[config.mk]
export PLATFORM = sky130hd
export DESIGN_NAME = trivium_lite_core_flat
export DESIGN_NICKNAME = d
export VERILOG_FILES = /design/src/rtl/trivium_lite_core_if.sv /design/src/rtl/trivium_lite_core.sv /design/src/flat_wrapper.sv
export SDC_FILE = /design/constraint.sdc
export NUM_CORES = 1
export LEC_CHECK = 0
export ABC_AREA = 1
export CAP_MARGIN = 20
export CORE_MARGIN = 4
export CORE_UTILIZATION = 44
export DETAILED_ROUTE_END_ITERATION = 16
export MAX_ROUTING_LAYER = met4
export SLEW_MARGIN = 20
export SYNTH_ARGS = -nofsm -noshare
export SYNTH_HDL_FRONTEND = slang
export SYNTH_SLANG_ARGS = --single-unit
[constraint.sdc]
create_clock -name clk -period 2.2 [get_ports clk]
set_clock_uncertainty 0.15 [all_clocks]
set_input_delay 0.33 -clock clk [delete_from_list [all_inputs] [get_ports clk]]
set_output_delay 0.33 -clock clk [all_outputs]
set_load 0.05 [all_outputs]
[src/rtl/trivium_lite_core_if.sv]
// Tile-side bus bundle for trivium_lite_core: data byte in/out, command/seed
// byte and the bidirectional-pin controls. The tile only ever listens on uio.
interface trivium_lite_core_if;
  logic       ena;
  logic [7:0] ui_in;
  logic [7:0] uo_out;
  logic [7:0] uio_in;
  logic [7:0] uio_out;
  logic [7:0] uio_oe;

  // Driver side (board / bench)
  modport master (
    output ena, ui_in, uio_in,
    input  uo_out, uio_out, uio_oe
  );

  // Cipher tile side
  modport slave (
    input  ena, ui_in, uio_in,
    output uo_out, uio_out, uio_oe
  );
endinterface

[src/rtl/trivium_lite_core.sv]
// trivium_lite_core: byte-wide reduced-state Trivium-style stream cipher.
// One keystream bit per clock is shifted into an 8-bit window; the output
// byte is ui_in XOR that window, so encrypt and decrypt are the same
// operation given the same seed and cycle timing.
// uio_in command: 8'h00 run, 8'hFF clear, anything else loads a seed.
// Optional feature macro TRIVIUM_WARMUP_EN: after each seed load the first
// WARMUP_CYCLES steps advance A/B/C without shifting the keystream window.
module trivium_lite_core #(
  parameter int WARMUP_CYCLES = 64
) (
  input  logic              clk,
  input  logic              rst_n,
  trivium_lite_core_if.slave bus
);
  localparam logic [7:0]  CMD_RUN   = 8'h00;
  localparam logic [7:0]  CMD_CLEAR = 8'hFF;
  localparam logic [43:0] B_INIT    = 44'h5A5A5A5A5A5;
  localparam logic [47:0] C_INIT    = 48'h7;

  logic [39:0] a_reg, a_next;
  logic [43:0] b_reg, b_next;
  logic [47:0] c_reg, c_next;
  logic [7:0]  ks_reg, ks_next;
  logic        run_reg, run_next;

  logic        t1, t2, t3, z, n1, n2, n3;
  logic [39:0] seed_rep;

`ifdef TRIVIUM_WARMUP_EN
  localparam int             CW         = $clog2(WARMUP_CYCLES + 1);
  localparam logic [CW-1:0]  WARM_LIMIT = CW'(WARMUP_CYCLES);
  logic [CW-1:0] warm_reg, warm_next;
`else
  logic unused_warmup;
  assign unused_warmup = (WARMUP_CYCLES > 0);
`endif

  // Tile enable is deliberately ignored: the cipher is always active.
  logic unused_ena;
  assign unused_ena = bus.ena;

  // Seed byte replicated across the 40-bit A register.
  genvar gi;
  generate
    for (gi = 0; gi < 5; gi++) begin : g_seed_rep
      assign seed_rep[gi*8 +: 8] = bus.uio_in;
    end
  endgenerate

  // Feedback taps and keystream bit, all taken from the current state.
  always_comb begin
    t1 = a_reg[27] ^ a_reg[39];
    t2 = b_reg[29] ^ b_reg[43];
    t3 = c_reg[35] ^ c_reg[47];
    z  = t1 ^ t2 ^ t3;
    n1 = t1 ^ (a_reg[37] & a_reg[38]) ^ b_reg[40];
    n2 = t2 ^ (b_reg[41] & b_reg[42]) ^ c_reg[44];
    n3 = t3 ^ (c_reg[45] & c_reg[46]) ^ a_reg[30];
  end

  // Command decode: clear, (re)load while a seed is presented, else step when running.
  always_comb begin
    a_next   = a_reg;
    b_next   = b_reg;
    c_next   = c_reg;
    ks_next  = ks_reg;
    run_next = run_reg;
`ifdef TRIVIUM_WARMUP_EN
    warm_next = warm_reg;
`endif
    if (bus.uio_in == CMD_CLEAR) begin
      a_next   = '0;
      b_next   = '0;
      c_next   = '0;
      ks_next  = '0;
      run_next = 1'b0;
`ifdef TRIVIUM_WARMUP_EN
      warm_next = '0;
`endif
    end else if (bus.uio_in != CMD_RUN) begin
      a_next   = seed_rep;
      b_next   = B_INIT;
      c_next   = C_INIT;
      ks_next  = '0;
      run_next = 1'b1;
`ifdef TRIVIUM_WARMUP_EN
      warm_next = '0;
`endif
    end else if (run_reg) begin
      a_next = {a_reg[38:0], n3};
      b_next = {b_reg[42:0], n1};
      c_next = {c_reg[46:0], n2};
`ifdef TRIVIUM_WARMUP_EN
      if (warm_reg < WARM_LIMIT) begin
        warm_next = warm_reg + 1'b1;
      end else begin
        ks_next = {ks_reg[6:0], z};
      end
`else
      ks_next = {ks_reg[6:0], z};
`endif
    end
  end

  // State registers with asynchronous active-low reset.
  always_ff @(posedge clk or negedge rst_n) begin
    if (!rst_n) begin
      a_reg   <= '0;
      b_reg   <= '0;
      c_reg   <= '0;
      ks_reg  <= '0;
      run_reg <= 1'b0;
`ifdef TRIVIUM_WARMUP_EN
      warm_reg <= '0;
`endif
    end else begin
      a_reg   <= a_next;
      b_reg   <= b_next;
      c_reg   <= c_next;
      ks_reg  <= ks_next;
      run_reg <= run_next;
`ifdef TRIVIUM_WARMUP_EN
      warm_reg <= warm_next;
`endif
    end
  end

  // Zero-latency data path: each output bit is the input bit XOR its keystream bit.
  generate
    for (gi = 0; gi < 8; gi++) begin : g_out_xor
      assign bus.uo_out[gi] = bus.ui_in[gi] ^ ks_reg[gi];
    end
  endgenerate

  assign bus.uio_out = 8'h00;
  assign bus.uio_oe  = 8'h00;
endmodule

[src/flat_wrapper.sv]
// flat-port wrapper written by rule: the top's interface ports become plain ports
module trivium_lite_core_flat 
#(
  parameter int WARMUP_CYCLES = 64
)
  (clk, rst_n, bus_ena, bus_ui_in, bus_uio_in, bus_uo_out, bus_uio_out, bus_uio_oe);
  trivium_lite_core_if bus_i ();
  input  logic clk;
  input  logic rst_n;
  input wire logic [$bits(bus_i.ena)-1:0] bus_ena;
  input wire logic [$bits(bus_i.ui_in)-1:0] bus_ui_in;
  input wire logic [$bits(bus_i.uio_in)-1:0] bus_uio_in;
  output wire logic [$bits(bus_i.uo_out)-1:0] bus_uo_out;
  output wire logic [$bits(bus_i.uio_out)-1:0] bus_uio_out;
  output wire logic [$bits(bus_i.uio_oe)-1:0] bus_uio_oe;
  assign bus_i.ena = bus_ena;
  assign bus_i.ui_in = bus_ui_in;
  assign bus_i.uio_in = bus_uio_in;
  assign bus_uo_out = bus_i.uo_out;
  assign bus_uio_out = bus_i.uio_out;
  assign bus_uio_oe = bus_i.uio_oe;
  trivium_lite_core #(.WARMUP_CYCLES(WARMUP_CYCLES)) u_core (.clk(clk), .rst_n(rst_n), .bus(bus_i));
endmodule
Yosys cells after proc, flatten, opt, wreduce, memory -nomap -nowiden
Cells that the tools add are included.
{"block": "word_totals", "n_memories": 0, "mem_bits_rw": 0, "register_bits": 141, "output_inout_bits": 24, "wordCells": 45, "latchBits": 0, "romBits": 0, "in_bits": 19}
{"block": "op_classes", "mul": 0, "reduce_logical": 3, "add_sub_neg": 0, "n_div": 0, "shifts": 0, "magnitude_cmp": 0, "n_bitwise": 22, "muxes": 14, "eq_ne": 1}
{"operator": "$mux W48", "n": 3}
{"operator": "$mux W44", "n": 3}
{"operator": "$mux W40", "n": 3}
{"operator": "$mux W8", "n": 3}
{"operator": "$xor A1 B1 Y1", "n": 19}
{"operator": "$eq A8 B8 Y1 const B", "n": 1}
{"operator": "$reduce_bool A8 Y1", "n": 1}
{"operator": "$and A1 B1 Y1", "n": 3}
{"operator": "$reduce_bool A3 Y1", "n": 1}
{"operator": "$mux W1", "n": 2}
{"operator": "$reduce_bool A2 Y1", "n": 1}

Logic depth before layout (Yosys ltp)
Gate-level depths: netlist of run 1.
{"block": "logic_depth", "ltp_word": 6, "ltp_mapped": 9, "ltp_nobuf": 9}

Worst setup path after synthesis of run 1
Ideal clock, no wire load.
{"block": "synth_path", "path_type": "reg-to-output", "startpoint": "register u_core.ks_reg[0]", "endpoint": "output bus_uo_out[0]", "required_time_ns": 1.720, "stages_incl_launch_ff": 2, "t_arrival_ns": 1.155, "slack_ns": 0.565, "path_buffers": 0, "cell_sequence": "dfrtp_1 -> xor2_1"}
{"block": "synth_between", "elab_chain_len": 1}
{"item": "start: declaration", "line": "trivium_lite_core.sv:23", "rtl": "logic [7:0] ks_reg, ks_next;"}
{"item": "start signal: assignment", "line": "trivium_lite_core.sv:120", "rtl": "ks_reg <= ks_next;"}
{"item": "$xor A1 B1 Y1", "line": "trivium_lite_core.sv:131", "rtl": "assign bus.uo_out[gi] = bus.ui_in[gi] ^ ks_reg[gi];"}
{"item": "end: declaration", "line": "flat_wrapper.sv:13", "rtl": "output wire logic [$bits(bus_i.uo_out)-1:0] bus_uo_out;"}
No other way between the ends.

Worst setup path in the final report of run 1
{"block": "layout_path", "startpoint": "input bus_uio_in[2]", "endpoint": "register u_core.a_reg[13]"}
{"block": "layout_between", "elab_chain_len": 3, "elab_cells_between_ends": 5, "classes_between": "1 x eq/ne; 2 x mux; 2 x reduce/logical"}
{"item": "start: declaration", "line": "flat_wrapper.sv:12", "rtl": "input wire logic [$bits(bus_i.uio_in)-1:0] bus_uio_in;"}
{"item": "$reduce_bool A8 Y1", "line": "trivium_lite_core.sv:80", "rtl": "end else if (bus.uio_in != CMD_RUN) begin"}
{"item": "$mux W40", "line": "trivium_lite_core.sv:80"}
{"item": "$mux W40", "line": "trivium_lite_core.sv:71", "rtl": "if (bus.uio_in == CMD_CLEAR) begin"}
{"item": "end signal: assignment", "line": "trivium_lite_core.sv:117", "rtl": "a_reg <= a_next;"}
{"item": "end: declaration", "line": "trivium_lite_core.sv:20", "rtl": "logic [39:0] a_reg, a_next;"}
Several ways; a longest one is shown, not always the timed one.
A chain may end at the register's enable or synchronous reset.

==> results of run 1 <==
==> report_power, final <==
group          internal, mW  total, mW  switching, mW
clock network          1.70       2.70           1.00
logic                 0.103      0.316          0.213
registers              2.64       2.67         0.0277
total                  4.44       5.68           1.24
==> routing by layer <==
metal,vias to the layer above,part of all wire [%],GRT usage [%],wire length [um]
met5,-,0,-,0
met4,0,1.2,5.222,145
met3,13,4.2,4.460,495
met2,94,44,23.19,5222
met1,2143,51,24.53,5988
li1,2188,-,-,-
==> placed cells by master, fill, tap and decap left out <==
cell type	instances
nor2_1	6
inv_1	64
buf_4	21
clkbuf_16	17
xor2_1	9
dlygate4sd3_1	1
a21oi_1	39
nor2_4	1
clkinvlp_4	1
nand2_1	66
conb_1	16
o22ai_1	51
nand2_2	4
nor3_1	23
buf_6	1
nand3_1	93
clkdlybuf4s50_1	16
o21ai_1	8
bufinv_16	1
clkbuf_1	4
clkinv_2	4
dfrtp_1	141
xnor2_1	1
inv_2	2
buf_12	15
o21ai_0	67
clkbuf_8	5
==> worst reg2reg max path: cells and delay by family (launching register included) <==
kind	cells	cell delay, ps
AO/OA/AOI/OAI	1	110
buffers and inverters	2	310
flip-flops	1	400
AND/OR/NAND/NOR	2	300
==> Yosys cell counts, drive strengths merged <==
| library cell | number |
|---|---|
| nand3 | 93 |
| nor2 | 7 |
| xor2 | 9 |
| inv | 66 |
| o22ai | 51 |
| a21oi | 39 |
| xnor2 | 1 |
| nand2 | 70 |
| o21ai | 75 |
| nor3 | 23 |
| conb | 1 |
| dfrtp | 141 |
| clkbuf | 21 |
| buf | 40 |
==> kinds of logic after synthesis <==
group / Yosys count / share of synthesized area (%)
xor gates and xnor gates: 10 / 1.469
DFF: 141 / 59.18
buffers and inverters: 127 / 9.528
other: 1 / 0.06290
and+or+nand+nor: 193 / 14.84
AOI/OAI and AO/OA: 165 / 14.92
==> final timing paths <==
check                                               end  slack (ps)  cells past startpoint
hold / removal             u_core.ks_reg[1]$_DFFE_PN0P_         300                      2
hold reg to reg            u_core.b_reg[38]$_DFFE_PN0P_         320                      2
min in group clk           u_core.b_reg[38]$_DFFE_PN0P_         320                      2
setup reg to reg           u_core.a_reg[13]$_DFFE_PN0P_         800                      5
max in group asynchronous   u_core.a_reg[9]$_DFFE_PN0P_         880                      3
setup / recovery           u_core.a_reg[13]$_DFFE_PN0P_         420                      8
==> per-stage QoR <==
step                      utilization (%)  hold WS (ps)  cells
after floorplan                         -        -115.6    652
after global placement              49.46         161.0    820
after detailed placement            49.46         162.8    820
after CTS                           53.82         311.8    853
after global routing                53.82         334.4    853
final                               53.82         304.7    853
==> repair_timing <==
item	in CTS	in global routing
hold buffers	1	0
endpoints found under the hold margin	48	0
setup buffers	0	0
==> cell type report <==
class / instances / area (sq um) / area share (%)
Sequential cell: 141 / 3528 / 49.51
Multi-Input combinational cell: 384 / 1924 / 27.00
Timing Repair Buffer: 54 / 639.4 / 8.971
Clock buffer: 26 / 509.2 / 7.145
Inverter: 66 / 247.7 / 3.476
Tap cell: 176 / 220.2 / 3.090
Clock inverter: 6 / 57.56 / 0.8076
==> results.py, run 1 <==
metrics = {
    "critical_path": {
        "critPathBufInv": 2,
        "cp_max_fo": 12,
        "cp-start-kind": "input port",
        "cpMaxStageDelayCell": "clkdlybuf4s50_1",
        "cp-end-kind": "flip-flop",
        "critical_path_class": "input port to flip-flop",
        "crit_start": "bus_uio_in[2]",
        "cpMostUsedCell": "nand2_2",
        "crit_required_ps": 2330,
        "cp.arrival_ps": 1920,
        "path_delay_family": "simple AND/OR/NAND/NOR gates",
        "rr_startpoint": "u_core.run_reg$_DFFE_PN0P_",
        "max_stage_delay_ps": 420,
        "worstPathCellList": "clkdlybuf4s50_1 > nor2_1 > nand2_2 > nor2_4 > nand2_2 > nand2_2 > buf_4 > o21ai_0",
    },
    "pwr": {
        "powerDensity_mw_per_mm2": 797.3,
        "p_leak_nw": 2.939,
        "total_power_mw": 5.682,
        "irDropWorstVdd_mv": 0.5152,
    },
    "floorplanning": {
        "dieArea_sq_mm": 0.01548,
        "chipHeight_um": 124.4,
        "row_count": 42,
        "pin_count": 43,
        "fp.coreArea_sq_mm": 0.01324,
        "die_w_um": 124.4,
        "start_util_pct": 45.02,
    },
    "cts": {
        "clockBufferDepth": 2,
        "cts-htree-levels": 4,
        "root_buffer": "clkbuf_16",
        "cts_buffers": 17,
        "cts_tree": "done",
        "path_clk_slew_ps": 60,
        "cts.sinks": 141,
        "cts_resized": 0,
        "clock_latency_ps": 400,
    },
    "yosys": {
        "synth.avg_cell_area_sq_um": 9.359,
        "syn-cell-area_sq_mm": 0.005962,
        "ys_types": 21,
        "synth_top_area_share_pct": 59.18,
        "synth_seq_cells": 141,
        "yosys_warnings": 0,
        "synthTopCellsByArea": "dfrtp_1, nand3_1, o21ai_0",
        "seq_area_frac_synth_pct": 59.18,
        "syn_inst": 637,
        "synth_largest_area_cell": "dfrtp_1",
    },
    "place": {
        "placed_cell_area_sq_mm": 0.006550,
        "place_hpwl_um": 7171,
        "pre_cts_slack_ps": 4.961,
        "port_buffers": 25,
        "gp_congestion": 0.7485,
    },
    "drt": {
        "drc": 0,
        "drtAntennaViolNets": 0,
        "firstDrtPassIters": 4,
        "vias": 4438,
        "routedWlPerCell_um": 13.89,
        "vias_per_cell": 5.203,
        "totalWireLength_um": 11850,
        "drt-initial-drc-count": 344,
    },
    "sta": {
        "setup_viol": 0,
        "final-hold-violation-count": 0,
        "slew_violations": 0,
        "setup_ws_ps": 415.0,
        "rsz0062_at_grt": "false",
        "fin_crit_sh_pct": 81.14,
        "tns_ps": 0,
        "fmax_ghz": 0.5602,
        "fin_crit_ps": 1785,
    },
    "final_layout": {
        "insertedDiodeCount": 0,
        "drive_above_1_share_pct": 10.64,
        "fillCellCount": 1245,
        "layout-area-overhead-vs-synth_pct": 19.54,
        "largest_register_ffs": 48,
        "fin_area_sq_mm": 0.007127,
        "nNetsFinal": 683,
    },
    "global_route": {
        "grt_max_degree": 83,
        "grt_util_all_layers_pct": 16.87,
        "grt_pass1_vias": 4306,
        "grt_pass1_wl_um": 21200,
        "grt_overflow_total": 0,
        "antenna_found_initial": 0,
    },
    "worst_hold_path": {
        "hold_path_class": "input port to asynchronous set/reset pin",
    },
    "flow_run": {
        "cap_violations": 0,
    },
    "run_status": {
        "run_status": "finished clean",
    },
}
Note: power is estimated with default switching activity, not from simulation.
==> run 2: changes to the inputs <==
Settings changed: PLACE_DENSITY set to 0.65.
Clock period 2.2 ns to 1.55 ns, I/O delays scaled along.
==> results.py, run 2 (synthesis gave the netlist of run 1 again) <==
metrics = {
    "run_status": {
        "run_status": "complete, but fails checks",
        "violations": "negative setup slack",
    },
    "sta": {
        "fmax_ghz": 0.6340,
        "fin_crit_ps": 1577,
        "final-hold-violation-count": 0,
        "setup_viol": 5,
        "fin_crit_sh_pct": 101.8,
        "tns_ps": -58.33,
        "rsz0062_at_grt": "true",
        "slew_violations": 0,
        "setup_ws_ps": -27.23,
        "whs_ps": 41.64,
    },
    "drt": {
        "drtAntennaViolNets": 0,
        "vias": 4572,
        "drc": 0,
        "totalWireLength_um": 13240,
        "routedWlPerCell_um": 15.32,
        "firstDrtPassIters": 6,
        "vias_per_cell": 5.292,
        "drt-initial-drc-count": 446,
    },
    "global_route": {
        "grt_max_degree": 65,
        "grt_overflow_total": 0,
        "grt_pass1_vias": 4400,
        "grt_util_all_layers_pct": 17.60,
        "antenna_found_initial": 0,
        "grt_pass1_wl_um": 21770,
    },
    "floorplanning": {
        "fp.coreArea_sq_mm": 0.01324,
        "chipHeight_um": 124.4,
        "row_count": 42,
        "pin_count": 43,
        "dieArea_sq_mm": 0.01548,
        "die_w_um": 124.4,
        "start_util_pct": 45.02,
    },
    "critical_path": {
        "cp.arrival_ps": 1190,
        "cp-end-kind": "output pin",
        "cp_max_fo": 3,
        "crit_required_ps": 1170,
        "cp-start-kind": "flip-flop",
        "critical_path_class": "flip-flop to output pin",
    },
    "final_layout": {
        "drive_above_1_share_pct": 18.46,
        "finalNonFillerCells": 864,
        "nNetsFinal": 695,
        "largest_register_ffs": 48,
        "final_common_cell": "dfrtp_1",
        "mostFrequentLayoutCells": "dfrtp_1, nand3_1, nand2_1",
        "layout-area-overhead-vs-synth_pct": 28.21,
        "insertedDiodeCount": 0,
    },
    "flow_run": {
        "cap_violations": 0,
    },
    "pwr": {
        "p_leak_nw": 3.079,
        "p_int_mw": 6.667,
        "power_frac_seq_pct": 44.4,
        "clkPwrFrac_pct": 50.0,
        "irDropWorstVdd_mv": 0.7361,
        "swShare_pct": 21.75,
        "powerDensity_mw_per_mm2": 1115,
        "power.net_switching_mw": 1.853,
        "p_comb_share_pct": 5.6,
    },
    "place": {
        "dp_cells": 828,
        "gp_congestion": 0.8253,
        "port_buffers": 25,
        "place_hpwl_um": 8020,
    },
    "cts": {
        "clockBufferDepth": 2,
        "path_clk_slew_ps": 60,
        "cts.sinks": 141,
        "cts_tree": "done",
        "cts_buffers": 17,
        "clock_latency_ps": 420,
        "cts-htree-levels": 4,
        "root_buffer": "clkbuf_16",
    },
    "worst_hold_path": {
        "hold_path_class": "input port to asynchronous set/reset pin",
    },
}
## run 2: timing repair
item / in CTS / in global routing
hold buffers: 1 / 0
endpoints found under the setup margin: 18 / 67
pin swaps: 8 / 4
resized for setup: 11 / 52
endpoints found under the hold margin: 141 / 0
setup buffers: 4 / 0
## run 2: worst paths after layout
path	endpoint	slack, ps	depth (start not counted)	start
worst min register to register	u_core.b_reg[33]$_DFFE_PN0P_	330	2	u_core.b_reg[32]$_DFFE_PN0P_
worst max-delay path	bus_uo_out[0]	-30	2	u_core.ks_reg[0]$_DFFE_PN0P_
worst max register to register	u_core.b_reg[18]$_DFFE_PN0P_	160	4	u_core.run_reg$_DFFE_PN0P_
worst min-delay path	u_core.ks_reg[4]$_DFFE_PN0P_	40	2	rst_n
min in group clk	u_core.a_reg[19]$_DFFE_PN0P_	130	4	bus_uio_in[3]
max in group asynchronous	u_core.b_reg[7]$_DFFE_PN0P_	670	3	rst_n
## run 2: worst max-delay path, cell delays in order (launching register included)
cell,delay (ps)
dfrtp_2,440
xor2_2,180
buf_12,160
## run 2: area by class of cell
class	count	area, sq um
clock buffer	21	460.4
clock inverter	10	163.9
fill	1104	5599
inverter	66	247.7
multi-input combinational	384	2186
sequential	141	3530
tap	176	220.2
timing repair buffer	66	835.8
## run 2: metrics by stage
| stage | total power [mW] | util (%) | instance area (sq um) | setup WS (ps) |
|---|---|---|---|---|
| floorplan | 4.082 | - | 6018 | 12.01 |
| global placement | 4.298 | 50.48 | 6685 | -451.5 |
| detailed placement | 4.309 | 50.48 | 6685 | -503.4 |
| CTS | 8.596 | 56.01 | 7417 | -59.31 |
| global route | 8.811 | 57.72 | 7644 | -74.55 |
| finish | 8.520 | 57.72 | 7644 | -27.23 |
## run 2: power by group through the flow
stage	Combinational (mW)	Clock [mW]	Sequential [mW]
2_1_floorplan	0.246	0	3.84
3_3_place_gp	0.455	0	3.84
3_5_place_dp	0.463	0	3.85
4_1_cts	0.476	4.34	3.78
5_1_grt	0.514	4.51	3.79
6_report	0.473	4.26	3.78
## run 2: per-layer routing
layer	GRT usage [%]	part of all wire [%]
met5	-	0
met4	5.867	1.3
met3	4.674	3.7
met2	26.30	48
met1	23.53	47
